[src/rtl/voice_allocator.sv]
// Note-to-voice scheduler: tracks voice ownership, allocates or steals voices and emits DDS/ADSR write strobes.
// Optional feature: define VOICE_ALLOC_RETRIGGER_EN so a note-on for a held note reuses its voice.
module voice_allocator #(
    parameter int unsigned NUM_VOICES = 16
) (
    input  logic        i_clk,
    input  logic        i_reset,
    input  logic        i_note_valid,
    output logic        o_note_ready,
    input  logic        i_note_on,
    input  logic [6:0]  i_note_num,
    input  logic [6:0]  i_velocity,
    input  logic [31:0] i_tuning_code,
    output logic [7:0]  o_SPI_voice_index,
    output logic [31:0] o_SPI_tuning_code,
    output logic [6:0]  o_SPI_velocity,
    output logic        o_SPI_note_status,
    output logic        o_SPI_flag_dds,
    output logic        o_SPI_flag_adsr,
    output logic [8:0]  o_active_count
);

    localparam int unsigned IDX_W = (NUM_VOICES > 1) ? $clog2(NUM_VOICES) : 1;
    localparam logic [IDX_W-1:0] LAST_IDX = IDX_W'(NUM_VOICES - 1);

    typedef enum logic [1:0] {S_IDLE, S_SCAN, S_WR_DDS, S_WR_ADSR} state_t;

    state_t                  state_q, state_d;
    logic [NUM_VOICES-1:0]   active_q, active_d;
    logic [6:0]              note_q [NUM_VOICES];
    logic [6:0]              note_d [NUM_VOICES];
    logic [IDX_W-1:0]        steal_q, steal_d;
    logic [IDX_W-1:0]        scan_q, scan_d;
    logic                    match_found_q, match_found_d;
    logic [IDX_W-1:0]        match_idx_q, match_idx_d;
    logic                    free_found_q, free_found_d;
    logic [IDX_W-1:0]        free_idx_q, free_idx_d;
    logic [IDX_W-1:0]        target_q, target_d;
    logic                    ev_on_q, ev_on_d;
    logic [6:0]              ev_num_q, ev_num_d;
    logic [6:0]              ev_vel_q, ev_vel_d;
    logic [31:0]             ev_tune_q, ev_tune_d;
    logic                    ready_q, ready_d;
    logic [7:0]              spi_idx_q, spi_idx_d;
    logic [31:0]             spi_tune_q, spi_tune_d;
    logic [6:0]              spi_vel_q, spi_vel_d;
    logic                    spi_status_q, spi_status_d;
    logic                    flag_dds_q, flag_dds_d;
    logic                    flag_adsr_q, flag_adsr_d;
    logic [8:0]              count_q, count_d;
    logic                    hit_match, hit_free, use_match;

    // State register and all datapath flops
    always_ff @(posedge i_clk) begin
        if (i_reset) begin
            state_q       <= S_IDLE;
            active_q      <= '0;
            note_q        <= '{default: '0};
            steal_q       <= '0;
            scan_q        <= '0;
            match_found_q <= 1'b0;
            match_idx_q   <= '0;
            free_found_q  <= 1'b0;
            free_idx_q    <= '0;
            target_q      <= '0;
            ev_on_q       <= 1'b0;
            ev_num_q      <= '0;
            ev_vel_q      <= '0;
            ev_tune_q     <= '0;
            ready_q       <= 1'b0;
            spi_idx_q     <= '0;
            spi_tune_q    <= '0;
            spi_vel_q     <= '0;
            spi_status_q  <= 1'b0;
            flag_dds_q    <= 1'b0;
            flag_adsr_q   <= 1'b0;
            count_q       <= '0;
        end else begin
            state_q       <= state_d;
            active_q      <= active_d;
            note_q        <= note_d;
            steal_q       <= steal_d;
            scan_q        <= scan_d;
            match_found_q <= match_found_d;
            match_idx_q   <= match_idx_d;
            free_found_q  <= free_found_d;
            free_idx_q    <= free_idx_d;
            target_q      <= target_d;
            ev_on_q       <= ev_on_d;
            ev_num_q      <= ev_num_d;
            ev_vel_q      <= ev_vel_d;
            ev_tune_q     <= ev_tune_d;
            ready_q       <= ready_d;
            spi_idx_q     <= spi_idx_d;
            spi_tune_q    <= spi_tune_d;
            spi_vel_q     <= spi_vel_d;
            spi_status_q  <= spi_status_d;
            flag_dds_q    <= flag_dds_d;
            flag_adsr_q   <= flag_adsr_d;
            count_q       <= count_d;
        end
    end

    // Next-state, voice-table update and registered-output computation
    always_comb begin
        state_d       = state_q;
        active_d      = active_q;
        note_d        = note_q;
        steal_d       = steal_q;
        scan_d        = scan_q;
        match_found_d = match_found_q;
        match_idx_d   = match_idx_q;
        free_found_d  = free_found_q;
        free_idx_d    = free_idx_q;
        target_d      = target_q;
        ev_on_d       = ev_on_q;
        ev_num_d      = ev_num_q;
        ev_vel_d      = ev_vel_q;
        ev_tune_d     = ev_tune_q;
        spi_idx_d     = spi_idx_q;
        spi_tune_d    = spi_tune_q;
        spi_vel_d     = spi_vel_q;
        spi_status_d  = spi_status_q;
        flag_dds_d    = 1'b0;
        flag_adsr_d   = 1'b0;
        count_d       = count_q;
        use_match     = 1'b0;
        hit_match     = active_q[scan_q] && (note_q[scan_q] == ev_num_q);
        hit_free      = !active_q[scan_q];

        case (state_q)
            S_IDLE: begin
                if (i_note_valid && ready_q) begin
                    ev_on_d       = i_note_on;
                    ev_num_d      = i_note_num;
                    ev_vel_d      = i_velocity;
                    ev_tune_d     = i_tuning_code;
                    scan_d        = '0;
                    match_found_d = 1'b0;
                    free_found_d  = 1'b0;
                    state_d       = S_SCAN;
                end
            end
            S_SCAN: begin
                scan_d = scan_q + 1'b1;
                if (!match_found_q && hit_match) begin
                    match_found_d = 1'b1;
                    match_idx_d   = scan_q;
                end
                if (!free_found_q && hit_free) begin
                    free_found_d = 1'b1;
                    free_idx_d   = scan_q;
                end
                // Decision uses the flags updated with the final voice
                if (scan_q == LAST_IDX) begin
                    if (ev_on_q) begin
`ifdef VOICE_ALLOC_RETRIGGER_EN
                        use_match = match_found_d;
`endif
                        if (use_match) begin
                            target_d = match_idx_d;
                        end else if (free_found_d) begin
                            target_d = free_idx_d;
                            count_d  = count_q + 9'd1;
                        end else begin
                            target_d = steal_q;
                            steal_d  = steal_q + 1'b1;
                        end
                        active_d[target_d] = 1'b1;
                        note_d[target_d]   = ev_num_q;
                        state_d            = S_WR_DDS;
                    end else if (match_found_d) begin
                        target_d           = match_idx_d;
                        active_d[target_d] = 1'b0;
                        count_d            = count_q - 9'd1;
                        state_d            = S_WR_ADSR;
                    end else begin
                        state_d = S_IDLE;
                    end
                end
            end
            S_WR_DDS:  state_d = S_WR_ADSR;
            S_WR_ADSR: state_d = S_IDLE;
            default:   state_d = S_IDLE;
        endcase

        ready_d = (state_d == S_IDLE);
        if (state_d == S_WR_DDS) begin
            flag_dds_d = 1'b1;
            spi_idx_d  = 8'(target_d);
            spi_tune_d = ev_tune_q;
        end
        if (state_d == S_WR_ADSR) begin
            flag_adsr_d  = 1'b1;
            spi_idx_d    = 8'(target_d);
            spi_status_d = ev_on_q;
            spi_vel_d    = ev_on_q ? ev_vel_q : 7'd0;
        end
    end

    assign o_note_ready      = ready_q;
    assign o_SPI_voice_index = spi_idx_q;
    assign o_SPI_tuning_code = spi_tune_q;
    assign o_SPI_velocity    = spi_vel_q;
    assign o_SPI_note_status = spi_status_q;
    assign o_SPI_flag_dds    = flag_dds_q;
    assign o_SPI_flag_adsr   = flag_adsr_q;
    assign o_active_count    = count_q;

endmodule

[config.mk]
export PLATFORM = sky130hd
export DESIGN_NAME = voice_allocator
export DESIGN_NICKNAME = d
export VERILOG_FILES = /design/src/rtl/voice_allocator.sv
export SDC_FILE = /design/constraint.sdc
export NUM_CORES = 1
export LEC_CHECK = 0
export BUFFER_PORTS_ARGS = -buffer_cell sky130_fd_sc_hd__buf_4
export CAP_MARGIN = 20
export CORE_AREA = 3 3 158 160
export CTS_BUF_LIST = sky130_fd_sc_hd__clkbuf_4
export DETAILED_ROUTE_END_ITERATION = 16
export DIE_AREA = 0 0 161 163
export PLACE_DENSITY = 0.74
export SYNTH_ARGS = -nofsm -noshare
export SYNTH_HDL_FRONTEND = slang
export SYNTH_SLANG_ARGS = --single-unit
[constraint.sdc]
create_clock -name i_clk -period 10.6 [get_ports i_clk]
set_input_delay 1.06 -clock i_clk [delete_from_list [all_inputs] [get_ports i_clk]]
set_output_delay 1.06 -clock i_clk [all_outputs]
set_load 0.005 [all_outputs]
* After elaboration in Yosys (flattened, before gate mapping) *
Index checks and enable logic that the tools add are counted.

cells by class
  reductions and logical operators = 21
  bitwise logic cells = 6
  add/subtract/negate cells = 4
  $lt $le $gt $ge = 8
  mux-type cells = 47
  equality and inequality tests = 9

operators by type and width
  kind                                                                                 count
  112-bit bitwise mux                                                                  1
  4-bit two-way mux                                                                    14
  16-bit two-way mux                                                                   2
  7-bit binary-select mux with 4-bit select                                            1
  7-bit demux with 4-bit select                                                        1
  7-bit two-way mux                                                                    4
  9-bit two-way mux                                                                    3
  16-bit AND                                                                           1
  16-bit NOT                                                                           1
  16-bit OR                                                                            1
  4-bit by 5-bit less-than comparator with 1-bit output, second input constant         3
  5-bit greater-or-equal comparator, second input constant                             2
  1-bit two-way mux                                                                    10
  4-bit NOT with 5-bit output                                                          2
  9-bit by 1-bit adder with 9-bit output, second input constant                        1
  9-bit by 1-bit subtractor with 9-bit output, second input constant                   1
  4-bit by 1-bit adder with 4-bit output, second input constant                        2
  1-bit demux with 4-bit select                                                        2
  2-bit == test, second input constant                                                 4
  4-bit by 1-bit greater-or-equal comparator with 1-bit output, second input constant  2
  2-bit two-way mux                                                                    4
  2-bit case mux with 4 select lines                                                   1
  4-bit case mux with 2 select lines                                                   1
  4-bit AND reduction                                                                  2
  15 further kinds                                                                     29

storage, ports and cells
  word-level logic and storage cells = 132
  flip-flop bits (word level) = 255
  input bits = 50

* Depth between registers and ports, before layout *
  word-level depth = 17
  mapped depth = 14

* Worst setup path before layout *
No wires, ideal clock.

  path kind = register to register
  from = register scan_q[1]
  to = register count_q[8], in the netlist o_active_count[8]
  slack = 7143 ps
  stages on the path, launching flop included = 12
  path buffers = 3
  period minus slack after synthesis = 3457 ps
  data arrival time = 3386 ps
  library setup time = 70 ps
  path through = dfxtp_1 -> buf_6 -> mux4_1 -> mux4_2 -> xor2_1 -> a311o_1 -> or3_1 -> buf_6 -> a221o_1 -> buf_6 -> or3_1 -> a21oi_1

on the way
  longest elaborated chain between the ends = 11
  elaborated cells on any way between the ends = 19
  classes of those cells = 3 x eq/ne; 9 x mux; 1 x bitwise; 6 x reduce/logical

RTL lines
  what                                                   line  text
  start, declared                                        33    logic [IDX_W-1:0] scan_q, scan_d;
  start signal, assigned                                 83    scan_q <= scan_d;
  4-bit NOT with 5-bit output (not written as such)      128   hit_match = active_q[scan_q] && (note_q[scan_q] == ev_num_q);
  7-bit binary-select mux with 4-bit select              128
  7-bit two-way mux (not written as such) (2 in series)  128
  7-bit == test                                          128
  1-bit logical AND                                      128
  1-bit logical AND                                      146   if (!match_found_q && hit_match) begin
  1-bit two-way mux                                      146
  1-bit two-way mux                                      131   case (state_q)
  2-bit nonzero test (no source line)                    n/a
  4-bit AND reduction (no source line) *                 n/a
  end signal, assigned                                   100   count_q <= count_d;
  end, declared                                          50    logic [8:0] count_q, count_d;

Mark *: on every way between the ends. The rest lies on a longest branch, timed or not. The select of a mux whose other input is x is not followed.
A chain may end at the register's enable or synchronous reset.

* Final worst setup path *
  from = register scan_q[2]
  to = register flag_adsr_q, in the netlist o_SPI_flag_adsr

on the way
  longest elaborated chain between the ends = 15
  elaborated cells on any way between the ends = 18
  classes of those cells = 3 x eq/ne; 12 x mux; 1 x bitwise; 2 x reduce/logical

RTL lines
  what                                                   line  text
  4-bit NOT with 5-bit output (not written as such)      128
  7-bit binary-select mux with 4-bit select              128
  7-bit two-way mux (not written as such) (2 in series)  128
  7-bit == test                                          128
  1-bit logical AND                                      128
  1-bit logical AND                                      146
  1-bit two-way mux                                      146
  1-bit two-way mux                                      131
  2-bit two-way mux                                      172   end else if (match_found_d) begin
  2-bit two-way mux                                      156   if (ev_on_q) begin
  2-bit two-way mux *                                    155   if (scan_q == LAST_IDX) begin
  2-bit case mux with 4 select lines *                   131
  2-bit == test *                                        193   if (state_d == S_WR_ADSR) begin
  1-bit two-way mux *                                    193
  end signal, assigned                                   99    flag_adsr_q <= flag_adsr_d;
  end, declared                                          49    logic flag_adsr_q, flag_adsr_d;

Marks and branches as above.

==> impl_metrics.csv <==
group,metric,value,unit
synthesis,synth_cell_type_count,64,
timing,slew_headroom,23.6,%
setup_path,startpoint,"scan_q[2]",
setup_path,critPathBufInv,1,
route,antenna_left,0,
synthesis,yosysTopAreaCellShare,46.0,%
route,firstDrtPassIters,5,
clock_tree,clk_latency,660,ps
timing,finalCritPeriodShare,41.9,%
placed_design,hpwl,18000,um
cells_and_area,filler_cell_count,2207,
setup_path,critical_path_class,"reg -> reg",
global_route,grt_max_degree,154,
clock_tree,cts_max_level,3,
timing,worst_pin_slew,1140,ps
route,drc,0,
route,drt_iter0_drc,758,
timing,hold_viol,0,
die,die_x,161,um
route,vias_per_cell,5.60,
synthesis,synthTopCellsByArea,"dfxtp_1 (46%), mux2i_1 (8.4%), nand2_1 (8.3%)",
setup_path,critPathMaxFanout,39,
route,via_count,9724,
route,routed_wl,29100,um
power,sw_frac_of_total,23.2,%
power,comb_power_share,5.1,%
setup_path,worstPathCellList,"buf_4 -> mux4_2 -> mux4_2 -> xor2_1 -> a311o_1 -> or3_1 -> a21oi_1 -> nor2_1 -> a2111oi_1",
setup_path,critical-path-max-stage-delay,730,ps
die,die-area,26200,um2
power,p_leak,0.00467,uW
synthesis,ys_seq_area_share,46.0,%
setup_path,critPathTopFamily,"compound AO/OA/AOI/OAI gates",
global_route,grt_usage,22.0,%
min_path,hold_path.startpoint,"ev_tune_q[24]",
timing,slew_viol_final,0,
synthesis,synth.avg_cell_area,8.61,um2
clock_tree,cts_made_buffers,67,
die,fp.dieH,163,um
clock_tree,hold_buffers,0,
synthesis,ys_async_sr_fraction,0,%
power,power.internal,1570,uW
cells_and_area,synthToLayoutAreaGrowth,16.5,%
route,wl_per_cell,16.8,um
setup_path,worst_setup_path_start_kind,"register",
timing,rsz0062_at_grt,"no",
synthesis,synthesis.area,11100,um2
power,cellPowerDensity,158,nW/um2
die,ios,110,
setup_path,worstPathRequired,11140,ps
clock_tree,clockBufferDepth,3,
power,p_sw,474,uW
setup_path,arrival,4980,ps
power,total_power,2040,uW
global_route,grt_pass1_wl,47800,um
cells_and_area,nets,1438,
cells_and_area,fin_cells,1736,
die,rows,56,
power,seq_power_share,48.1,%
clock_tree,clk_pin_slew,70,ps
cells_and_area,final_common_cell,"dfxtp_1",
job,cap_viol_max_count,0,
clock_tree,cts_resized,0,
power,clock_power_share,46.8,%
die,start_util,47.1,%
clock_tree,root_buffer,"clkbuf_4",
synthesis,ys_ff_latch,255,
placed_design,placed_cells,1627,
global_route,grt_pass1_vias,9520,
timing,skew,39.8,ps
timing,setup_viol,0,
timing,max_freq,225,MHz
cells_and_area,final_util,54.9,%
timing,finalCriticalPeriod,4440,ps
global_route,grt_overflow_total,0,
timing,hold_slack,449,ps
die,core_area,23500,um2
clock_tree,cts_tree,"done",
power,ir_drop,0.0811,mV
cells_and_area,drive_gt1_share,18.2,%
synthesis,synthFlopType,"dfxtp_1",
setup_path,cpMostUsedCell,"mux4_2",
timing,setup_tns,0,ps
synthesis,yosysTopAreaCell,"dfxtp_1",
setup_path,crit-reg2reg-launch,"scan_q[2]",
min_path,hold_class,"reg -> reg",
clock_tree,postCtsSetupBuffers,0,
global_route,antenna_found_initial,1,
cells_and_area,layout_common_cells,"dfxtp_1 (253), nand2_1 (246), a21oi_1 (163)",
setup_path,slowest_stage,"a21oi_1",
placed_design,port-buffer-count,105,
status,status,"finished clean",
synthesis,synth_cells,1288,
clock_tree,cts_sinks,255,
synthesis,synth_edf_count,0,
setup_path,critPathCaptureType,"register",
synthesis,yosysWarnings,0,
placed_design,gp_congestion,0.875,
area by class of cell:
class                   instances  area (um2)  share of cell area, %
clock buffers                  98         736                   5.69
multi-input cells             914        5490                   42.5
well taps                     319         399                   3.09
flip-flops and latches        255        5110                   39.5
inverters                      20        75.1                  0.581
repair buffers                120         917                   7.10
diodes                          1        2.50                 0.0194
clock inverters                 9         195                   1.51
per-stage QoR:
step	worst slack [ps]	area, um2
after floorplan	7140	11100
after global placement	6090	12000
after detailed placement	5990	12000
after CTS	5960	12900
after global routing	5980	12900
final	6160	12900
layer usage:
layer  global-route usage, %  vias up  routed length, um
li1                        -     4673                  -
met1                    27.9     4591              12200
met2                    35.8      390              13800
met3                    5.75       70               2370
met4                    8.84        0                776
met5                       0        -                  0
power by group through the flow:
| stage | logic, uW | clock network [uW] | registers, uW |
|---|---|---|---|
| floorplan | 75.5 | 0 | 995 |
| global placement | 100 | 0 | 1000 |
| detailed placement | 102 | 0 | 1010 |
| CTS | 102 | 974 | 984 |
| global route | 114 | 1020 | 984 |
| finish | 104 | 955 | 983 |
Yosys cell counts (11+ instances only):
| library cell | number |
|---|---|
| nand2_1 | 246 |
| mux4_2 | 14 |
| nand4_1 | 11 |
| nor3_1 | 11 |
| nor2_1 | 129 |
| xnor2_1 | 11 |
| dfxtp_1 | 255 |
| o21ai_0 | 75 |
| nand3_1 | 15 |
| mux2i_1 | 93 |
| inv_1 | 19 |
| a21oi_1 | 163 |
| clkbuf_1 | 78 |
final timing paths:
kind / to / slack, ps / cells past startpoint
setup / recovery: o_SPI_flag_adsr / 6160 / 9
hold / removal: o_SPI_tuning_code[24] / 450 / 2
setup reg to reg: o_SPI_flag_adsr / 6160 / 9
hold reg to reg: o_SPI_tuning_code[24] / 450 / 2
sequential cells by signal, indices dropped and copies added, names as in the netlist, 2 cells and up:
signal and flops:
ev_vel_q 7, target_q 4, o_SPI_voice_index 4, o_active_count 9, o_SPI_tuning_code 32, free_idx_q 4, scan_q 4, o_SPI_velocity 7
steal_q 4, state_q 2, active_q 16, ev_tune_q 32, note_q 112, ev_num_q 7, match_idx_q 4
worst min-delay path, delay by kind of cell, from the launching register on:
kind               cells  cell delay [ps]
AOI/OAI and AO/OA      1               50
DFF                    1              310
and+or+nand+nor        1               50
cell families (layout without fill, tap and decap cells):
kind of cell | after synthesis | after routing | synth area share (%)
buffers and inverters | 122 | 247 | 4.69
xor gates and xnor gates | 16 | 16 | 1.26
muxes | 122 | 122 | 14.0
AOI/OAI and AO/OA | 308 | 308 | 15.7
DFF | 255 | 255 | 46.0
adders and majority gates | 10 | 10 | 1.20
and+or+nand+nor | 454 | 454 | 17.1
other | 1 | 5 | 0.0338
(Power assumes the default switching activity.)
